File: src/rtl/arb_mux_np.sv
// N-channel arbitrating multiplexer with valid/ready flow control, round-robin or
// fixed-priority grant, and one registered output stage tagged with the source index.
module arb_mux_np #(
   parameter int N  = 2,
   parameter int D  = 16,
   parameter int RR = 1,
   localparam int SW = (N > 1) ? $clog2(N) : 1
) (
   input  logic          i_clk,
   input  logic          i_rst_n,
   input  logic [D-1:0]  i_data [N],
   input  logic [N-1:0]  i_valid,
   output logic [N-1:0]  o_ready,
   output logic [D-1:0]  o_data,
   output logic [SW-1:0] o_sel,
   output logic          o_valid,
   input  logic          i_ready
);

   logic [SW-1:0] ptr;
   logic [SW-1:0] gidx;
   logic          found;
   logic          load_en;
   logic          xfer;

   assign load_en = !o_valid || i_ready;
   assign xfer    = found && load_en;

   // Scan starts at ptr in round-robin mode and at 0 in fixed-priority mode;
   // the wrap uses an explicit compare so non-power-of-two N never aliases.
   always_comb begin
      int idx;
      idx   = 0;
      found = 1'b0;
      gidx  = '0;
      for (int k = 0; k < N; k++) begin
         if (RR != 0) begin
            idx = int'(ptr) + k;
            if (idx >= N) idx = idx - N;
         end else begin
            idx = k;
         end
         if (!found && i_valid[SW'(idx)]) begin
            found = 1'b1;
            gidx  = SW'(idx);
         end
      end
   end

   always_comb begin
      o_ready = '0;
      if (i_rst_n && xfer) o_ready[gidx] = 1'b1;
   end

   always_ff @(posedge i_clk or negedge i_rst_n) begin
      if (!i_rst_n) begin
         o_data  <= '0;
         o_sel   <= '0;
         o_valid <= 1'b0;
         ptr     <= '0;
      end else begin
         if (xfer) begin
            o_data  <= i_data[gidx];
            o_sel   <= gidx;
            o_valid <= 1'b1;
            if (RR != 0) begin
               if (gidx == SW'(N - 1)) ptr <= '0;
               else                    ptr <= gidx + 1'b1;
            end
         end else if (i_ready) begin
            // Drained with nothing to load: data/sel keep their last value.
            o_valid <= 1'b0;
         end
      end
   end

endmodule

File: config.mk
export PLATFORM = sky130hd
export DESIGN_NAME = arb_mux_np
export DESIGN_NICKNAME = d
export VERILOG_FILES = /design/src/rtl/arb_mux_np.sv
export SDC_FILE = /design/constraint.sdc
export NUM_CORES = 1
export LEC_CHECK = 0
export ABC_AREA = 0
export CORE_MARGIN = 2
export CORE_UTILIZATION = 41
export DETAILED_ROUTE_END_ITERATION = 8
export PLACE_DENSITY = 0.84
export SYNTH_ARGS = -nofsm -noshare
export SYNTH_HDL_FRONTEND = slang
export SYNTH_SLANG_ARGS = --single-unit
File: constraint.sdc
create_clock -name i_clk -period 2.15 [get_ports i_clk]
set_input_delay 0.43 -clock i_clk [delete_from_list [all_inputs] [get_ports i_clk]]
set_output_delay 0.43 -clock i_clk [all_outputs]
set_load 0.01 [all_outputs]
# Word-level counts from Yosys, hierarchy flattened
# Cells that the tools add are included.
# classes
n_addsub,4
magnitude_cmp,7
muxes,19
bitwise_logic,1
reduce_logical,8
# ops
operator,n
2-to-1 mux 16 bit,3
2-to-1 mux 1 bit,14
< comparator 1 x 3 -> 1 bit (second input constant),2
greater-or-equal comparator 2 bit (second input constant),2
logical AND 1 bit,4
adder 1 x 1 -> 2 bit (second input constant),1
greater-or-equal comparator 1 x 2 -> 1 bit (second input constant),1
logical NOT 1 bit,2
< comparator 1 x 2 -> 1 bit (second input constant),1
2-to-1 mux 2 bit,1
inverter 1 -> 2 bit,1
nonzero test 2 bit,1
subtractor 1 bit (second input constant),2
adder 1 bit (second input constant),1
demux 1 bit (select 1 bit),1
greater-or-equal comparator 1 bit (second input constant),1
logical OR 1 bit,1
# word_totals
reg_bits,19
output_inout_bits,20
elab_cells,43

# Longest topological paths before layout
# Gate-level depths: netlist of the first run.
# logic_depth
word_depth,14
depth_mapped,5
ltp_nobuf,3

# Least setup slack after synthesis of the first run
# Ideal clock, no wire load.
# synth_path
path_kind,input-to-output
startpoint,in i_ready
endpoint,out o_ready[0]
t_arrival_ns,1.046
slack_ns,0.674
path_stages,4
n_path_buf,1
cell_sequence,nand2b_4 buf_12 nand2_4 nor3b_1
# synth_between
elab_chain_len,4
# synth_rtl
element,line,text
start: declaration,17,input logic i_ready
logical OR 1 bit,26,assign load_en = !o_valid || i_ready;
logical AND 1 bit,27,assign xfer = found && load_en;
logical AND 1 bit,52,if (i_rst_n && xfer) o_ready[gidx] = 1'b1;
2-to-1 mux 2 bit,52,
end: declaration,13,"output logic [N-1:0] o_ready,"
# No other way between the ends.

# Worst setup path after layout of the first run
# Same ends and word-level chain as after synthesis.

==> impl_metrics.toml, run 1 <==
[setup_path]
setup.worst_path.end_class = "primary output"
cpPeakStageDelay_ns = 0.46
cp_max_fo = 4
startpoint_type = "primary input"
path_buf_inv = 2
critPathRequiredTime_ns = 1.72
critPathTopFamily = "buffers and inverters"
path_cells = "clkdlybuf4s50_1, nand2b_4, nand2_4, nor3b_1, dlygate4sd2_1"
crit_slowest_cell = "clkdlybuf4s50_1"
worst_ep_arrival_time_ns = 1.56
critPathKind = "primary input to primary output"

[floorplanning]
ioPinCount = 57
fp.coreArea_um2 = 2450
die_w_um = 54.7
rows = 18
dieArea_um2 = 2990
die_y_um = 54.7
start_util_pct = 42.9

[layout]
area_delta_synth_final_pct = 53.1
final_cell_mix = "53 x clkdlybuf4s50_1, 19 x dfrtp_1, 16 x mux2i_1, 16 x a31oi_1, 14 x a21oi_2"
area.sequential_um2 = 475
fin_area_um2 = 1610
num-fill-cells = 206
final_core_util_pct = 65.7
fin_nets = 179
multiInputGateArea_um2 = 465
drive_above_1_share_pct = 19.9
layout_commonest_cell = "clkdlybuf4s50_1"
diodes = 0

[sta]
slew_headroom_pct = 82.1
max_freq_mhz = 503
finalSetupViolCount = 0
finalCriticalPeriod_ns = 1.99
worst_slew_pin_slew_ns = 0.268
timing.final.max_slew_violations = 0
tns_ns = 0
whs_ns = 0.499
rsz0062_at_grt = "false"
clock_skew_ns = 0.00133
final_hold_viol_count = 0
period_share_pct = 92.5

[logic_synthesis]
yosys.area.top_type = "dfrtp_1"
yosysUniqueCellTypes = 18
ys_seq_area_share_pct = 45.1
ys.warnings.count = 0
synth.area.top_cells = "dfrtp_1 45%, mux2i_1 15%, a21oi_2 12%"
syn_inst = 84
ys_seq_elements = 19
synth_top_area_share_pct = 45.1
postSynthAreaPerCell_um2 = 12.5
synth_nets = 121
synth_area_um2 = 1050

[clock_network]
cts_hold_buffers = 0
cts_inserted_buffers = 3
post-cts-setup-buffers = 0
cts-htree-levels = 1
cts.sinks = 19
cts_tree = "yes"
clockRootBuffer = "clkbuf_4"
cts_resized = 2
clock_latency_ns = 0.30
cts_max_path_buffers = 2
clk_pin_slew_ns = 0.11

[power_and_ir_drop]
vdd_drop_max_mv = 0.633
total_power_mw = 1.40
p_leak_nw = 0.664
power_density_nw_per_um2 = 871

[global_routing]
grt_max_degree = 18
grtUsageTotal_pct = 18.0
overflow = 0
grt_first_pass_wirelength_um = 3730
antenna_found_initial = 0
grt_pass1_vias = 853

[routing]
ant_nets = 0
viasPerCell = 5.12
finalWirelength_um = 2450
wl_per_cell_um = 14.3
drc_errors = 0
drtIter0Drc = 15
vias = 876
dr.pass1.iters = 4

[job]
max-cap-violations = 0

[hold_path]
hold_class = "primary input to asynchronous set/reset pin"

[placed_design]
port_buffers = 55
placed_area_um2 = 1590
gp_congestion = 0.716
hpwl_um = 1890

[status]
status = "complete, no violations"
[per-stage QoR]
stage / instances / worst slack, ns
floorplan: 84 / 0.674
global placement: 167 / -0.143
detailed placement: 167 / -0.120
CTS: 171 / 0.142
global route: 171 / 0.0591
finish: 171 / 0.161
[power breakdown]
| part | leakage [nW] | total, mW | switching, mW | internal [mW] |
|---|---|---|---|---|
| clock | 0.0150 | 0.184 | 0.112 | 0.0723 |
| sequential | 0.210 | 0.543 | 0.0833 | 0.460 |
| combinational | 0.439 | 0.677 | 0.276 | 0.401 |
[state kept, by name, summed over array words and instances (netlist names)]
signal and cells:
o_sel 1, o_valid 1, ptr 1, o_data 16
[layout make-up]
class,instances,area share [%]
repair buffers,63,37.7
flip-flops and latches,19,29.5
clock buffers,4,1.63
well taps,30,2.33
multi-input cells,55,28.9
[worst register-to-register path, delay by kind of cell, from the launching register on]
kind	cells	cell delay [ns]
AO/OA/AOI/OAI	1	0.10
multiplexers	1	0.25
buffers and inverters	1	0.32
flip-flops	1	0.48
[metal layers]
| metal | vias up | track usage (%) | part of all wire [%] |
|---|---|---|---|
| met4 | 0 | 6.25 | 1.1 |
| met3 | 5 | 6.83 | 6.8 |
| met1 | 414 | 18.4 | 38 |
| met2 | 30 | 33.1 | 54 |
| met5 | - | 0 | 0 |
| li1 | 427 | - | - |
[Yosys cell counts]
cell / count
buf_8: 1
nand2b_4: 1
or2b_1: 1
nand2_4: 1
buf_4: 2
xnor2_1: 1
mux2i_1: 16
and4_1: 1
buf_2: 1
a21oi_2: 14
buf_12: 2
nor3b_1: 1
a21oi_1: 2
buf_6: 3
a31oi_1: 16
mux2_4: 1
dfrtp_1: 19
clkbuf_1: 1
[final timing paths]
| path | slack [ns] | start | depth (start not counted) | to |
|---|---|---|---|---|
| hold / removal | 0.50 | i_rst_n | 2 | o_sel |
| setup reg to reg | 0.89 | ptr | 3 | o_data[7] |
| hold reg to reg | 0.53 | o_sel | 1 | o_sel |
| max in group asynchronous | 1.43 | i_rst_n | 2 | o_data[14] |
| min in group i_clk | 0.53 | o_sel | 1 | o_sel |
| setup / recovery | 0.16 | i_ready | 5 | o_ready[0] |
[cell families (layout without fill, tap and decap cells)]
logic type / Yosys count / count (layout) / synth area share (%)
simple gates: 5 / 5 / 4.63
mux: 17 / 17 / 16.6
flops: 19 / 19 / 45.1
xor+xnor: 1 / 1 / 0.832
compound gates: 32 / 32 / 22.1
buf+inv: 10 / 67 / 10.7
Note: power is estimated with default switching activity, not from simulation.
==> run 2: changes to the inputs <==
--- a/config.mk
+++ b/config.mk
@@ -6,7 +6,7 @@
 export NUM_CORES = 1
 export LEC_CHECK = 0
 export ABC_AREA = 0
-export CORE_MARGIN = 2
+export CORE_MARGIN = 1.5
 export CORE_UTILIZATION = 41
 export DETAILED_ROUTE_END_ITERATION = 8
 export PLACE_DENSITY = 0.84
==> impl_metrics.toml, run 2 (synthesis results as in run 1) <==
[setup_path]
worst_ep_arrival_time_ns = 1.55
cp_max_fo = 4
timing.rr.start = "ptr"
crit_slowest_cell = "clkdlybuf4s50_1"
setup.worst_path.end_class = "primary output"
critPathRequiredTime_ns = 1.72
worstRegToRegCells = 3
rrSetupSlack_ns = 0.88
startpoint_type = "primary input"
cpPeakStageDelay_ns = 0.46
critPathKind = "primary input to primary output"
r2r_end = "o_data[7]"
path_cells = "clkdlybuf4s50_1, nand2b_4, nand2_4, nor3b_1, dlygate4sd2_1"

[hold_path]
hold_class = "primary input to asynchronous set/reset pin"

[clock_network]
cts_max_path_buffers = 2
cts-htree-levels = 1
cts_tree = "yes"
cts.sinks = 19
cts_inserted_buffers = 3
cts_hold_buffers = 0
clockRootBuffer = "clkbuf_4"
clock_latency_ns = 0.30
clk_pin_slew_ns = 0.10

[sta]
setup_slack_ns = 0.165
period_share_pct = 92.3
rsz0062_at_grt = "false"
slew_headroom_pct = 73.9
timing.final.max_slew_violations = 0
tns_ns = 0
clock_skew_ns = 0.00393
finalCriticalPeriod_ns = 1.98
max_freq_mhz = 504
worst_slew_pin_slew_ns = 0.392
final_hold_viol_count = 0
finalSetupViolCount = 0

[placed_design]
hpwl_um = 1900
preCtsSetupSlack_ns = -0.126
gp_congestion = 0.762
port_buffers = 55

[routing]
drc_errors = 0
vias = 895
finalWirelength_um = 2450
ant_nets = 0
wl_per_cell_um = 14.4
drtIter0Drc = 4
viasPerCell = 5.26
dr.pass1.iters = 4

[layout]
final_cell_mix = "53 x clkdlybuf4s50_1, 19 x dfrtp_1, 16 x mux2i_1, 16 x a31oi_1, 14 x a21oi_2"
drive_above_1_share_pct = 19.3
largest_reg_flops = 16
regMostFlops = "o_data"
area_delta_synth_final_pct = 52.4
fin_nets = 178
layout_commonest_cell = "clkdlybuf4s50_1"
diodes = 0

[floorplanning]
ioPinCount = 57
die_w_um = 53.7
rows = 18
fp.coreArea_um2 = 2450
dieArea_um2 = 2880
start_util_pct = 42.9
die_y_um = 53.7

[power_and_ir_drop]
p_int_uw = 932
p_seq_share_pct = 38.9
vdd_drop_max_mv = 0.581
power_density_nw_per_um2 = 872
p_leak_nw = 0.659
switching_share_pct = 33.4
pwr-share-comb_pct = 48.2
p_switching_uw = 468
p_clk_share_pct = 12.9

[status]
status = "complete, no violations"

[global_routing]
busiest_layer = "met2"
grt_first_pass_wirelength_um = 3590
grt_max_degree = 34
overflow = 0
antenna_found_initial = 0
grtUsageTotal_pct = 17.9
grt_pass1_vias = 844
met3_usage_pct = 3.33
met2_usage_pct = 31.5
grt_use_met1_pct = 20.1

[job]
max-cap-violations = 0
## run 2: cell type report
| type | instances | area (um2) |
|---|---|---|
| Clock buffer | 4 | 26.3 |
| Timing Repair Buffer | 62 | 601 |
| Tap cell | 30 | 37.5 |
| Fill cell | 198 | 850 |
| Sequential cell | 19 | 475 |
| Multi-Input combinational cell | 55 | 465 |
## run 2: how the worst max path moves through the flow
stage | endpoint | cells after the start | startpoint | slack, ns
3_3_place_gp | o_ready[0] | 5 | i_ready | -0.17
4_1_cts | o_ready[0] | 5 | i_ready | 0.14
2_1_floorplan | o_ready[0] | 4 | i_ready | 0.67
5_1_grt | o_ready[0] | 5 | i_ready | 0.08
6_report | o_ready[0] | 5 | i_ready | 0.17
3_5_place_dp | o_ready[0] | 5 | i_ready | -0.13
## run 2: timing repair
action                     CTS  global route
gates resized for setup      2             0
buffers inserted             0             0
setup endpoints to repair    2             0
## run 2: worst max-delay path: cells and delay by family
family	cells	cell delay [ns]
buf+inv	2	0.76
simple gates	3	0.36
## run 2: stage by stage
step | instance area [um2] | power, mW | instances | utilization, % | hold slack [ns]
after global routing | 1610 | 1.49 | 170 | 65.4 | 0.460
final | 1610 | 1.40 | 170 | 65.4 | 0.462
after detailed placement | 1580 | 1.23 | 166 | 64.4 | 0.515
after floorplan | 1050 | 0.931 | 84 | - | 0.134
after CTS | 1610 | 1.42 | 170 | 65.4 | 0.456
after global placement | 1580 | 1.21 | 166 | 64.4 | 0.525
## run 2: power groups by stage
stage          Sequential (mW)  Combinational, mW  Clock, mW
6_report                 0.544              0.675      0.181
5_1_grt                  0.557              0.726      0.203
4_1_cts                  0.547              0.681      0.189
3_5_place_dp             0.551              0.684          0
3_3_place_gp             0.546              0.666          0
2_1_floorplan            0.577              0.354          0
## run 2: layer usage
metal  up-vias  share of wire [%]  wire length, um
met5         -                  0                0
met4         0                1.9               46
met3         5                5.7              139
met2        35                 53             1290
met1       427                 40              973
li1        428                  -                -
==> run 3: changes to the inputs <==
--- a/config.mk
+++ b/config.mk
@@ -6,10 +6,13 @@
 export NUM_CORES = 1
 export LEC_CHECK = 0
 export ABC_AREA = 0
+export CAP_MARGIN = 20
 export CORE_MARGIN = 1.5
 export CORE_UTILIZATION = 41
 export DETAILED_ROUTE_END_ITERATION = 8
 export PLACE_DENSITY = 0.84
+export SKIP_LAST_GASP = 1
 export SYNTH_ARGS = -nofsm -noshare
 export SYNTH_HDL_FRONTEND = slang
 export SYNTH_SLANG_ARGS = --single-unit
+export TNS_END_PERCENT = 100
==> results of run 3 <==
The final DEF is identical to that of run 2; final timing and power are the same.
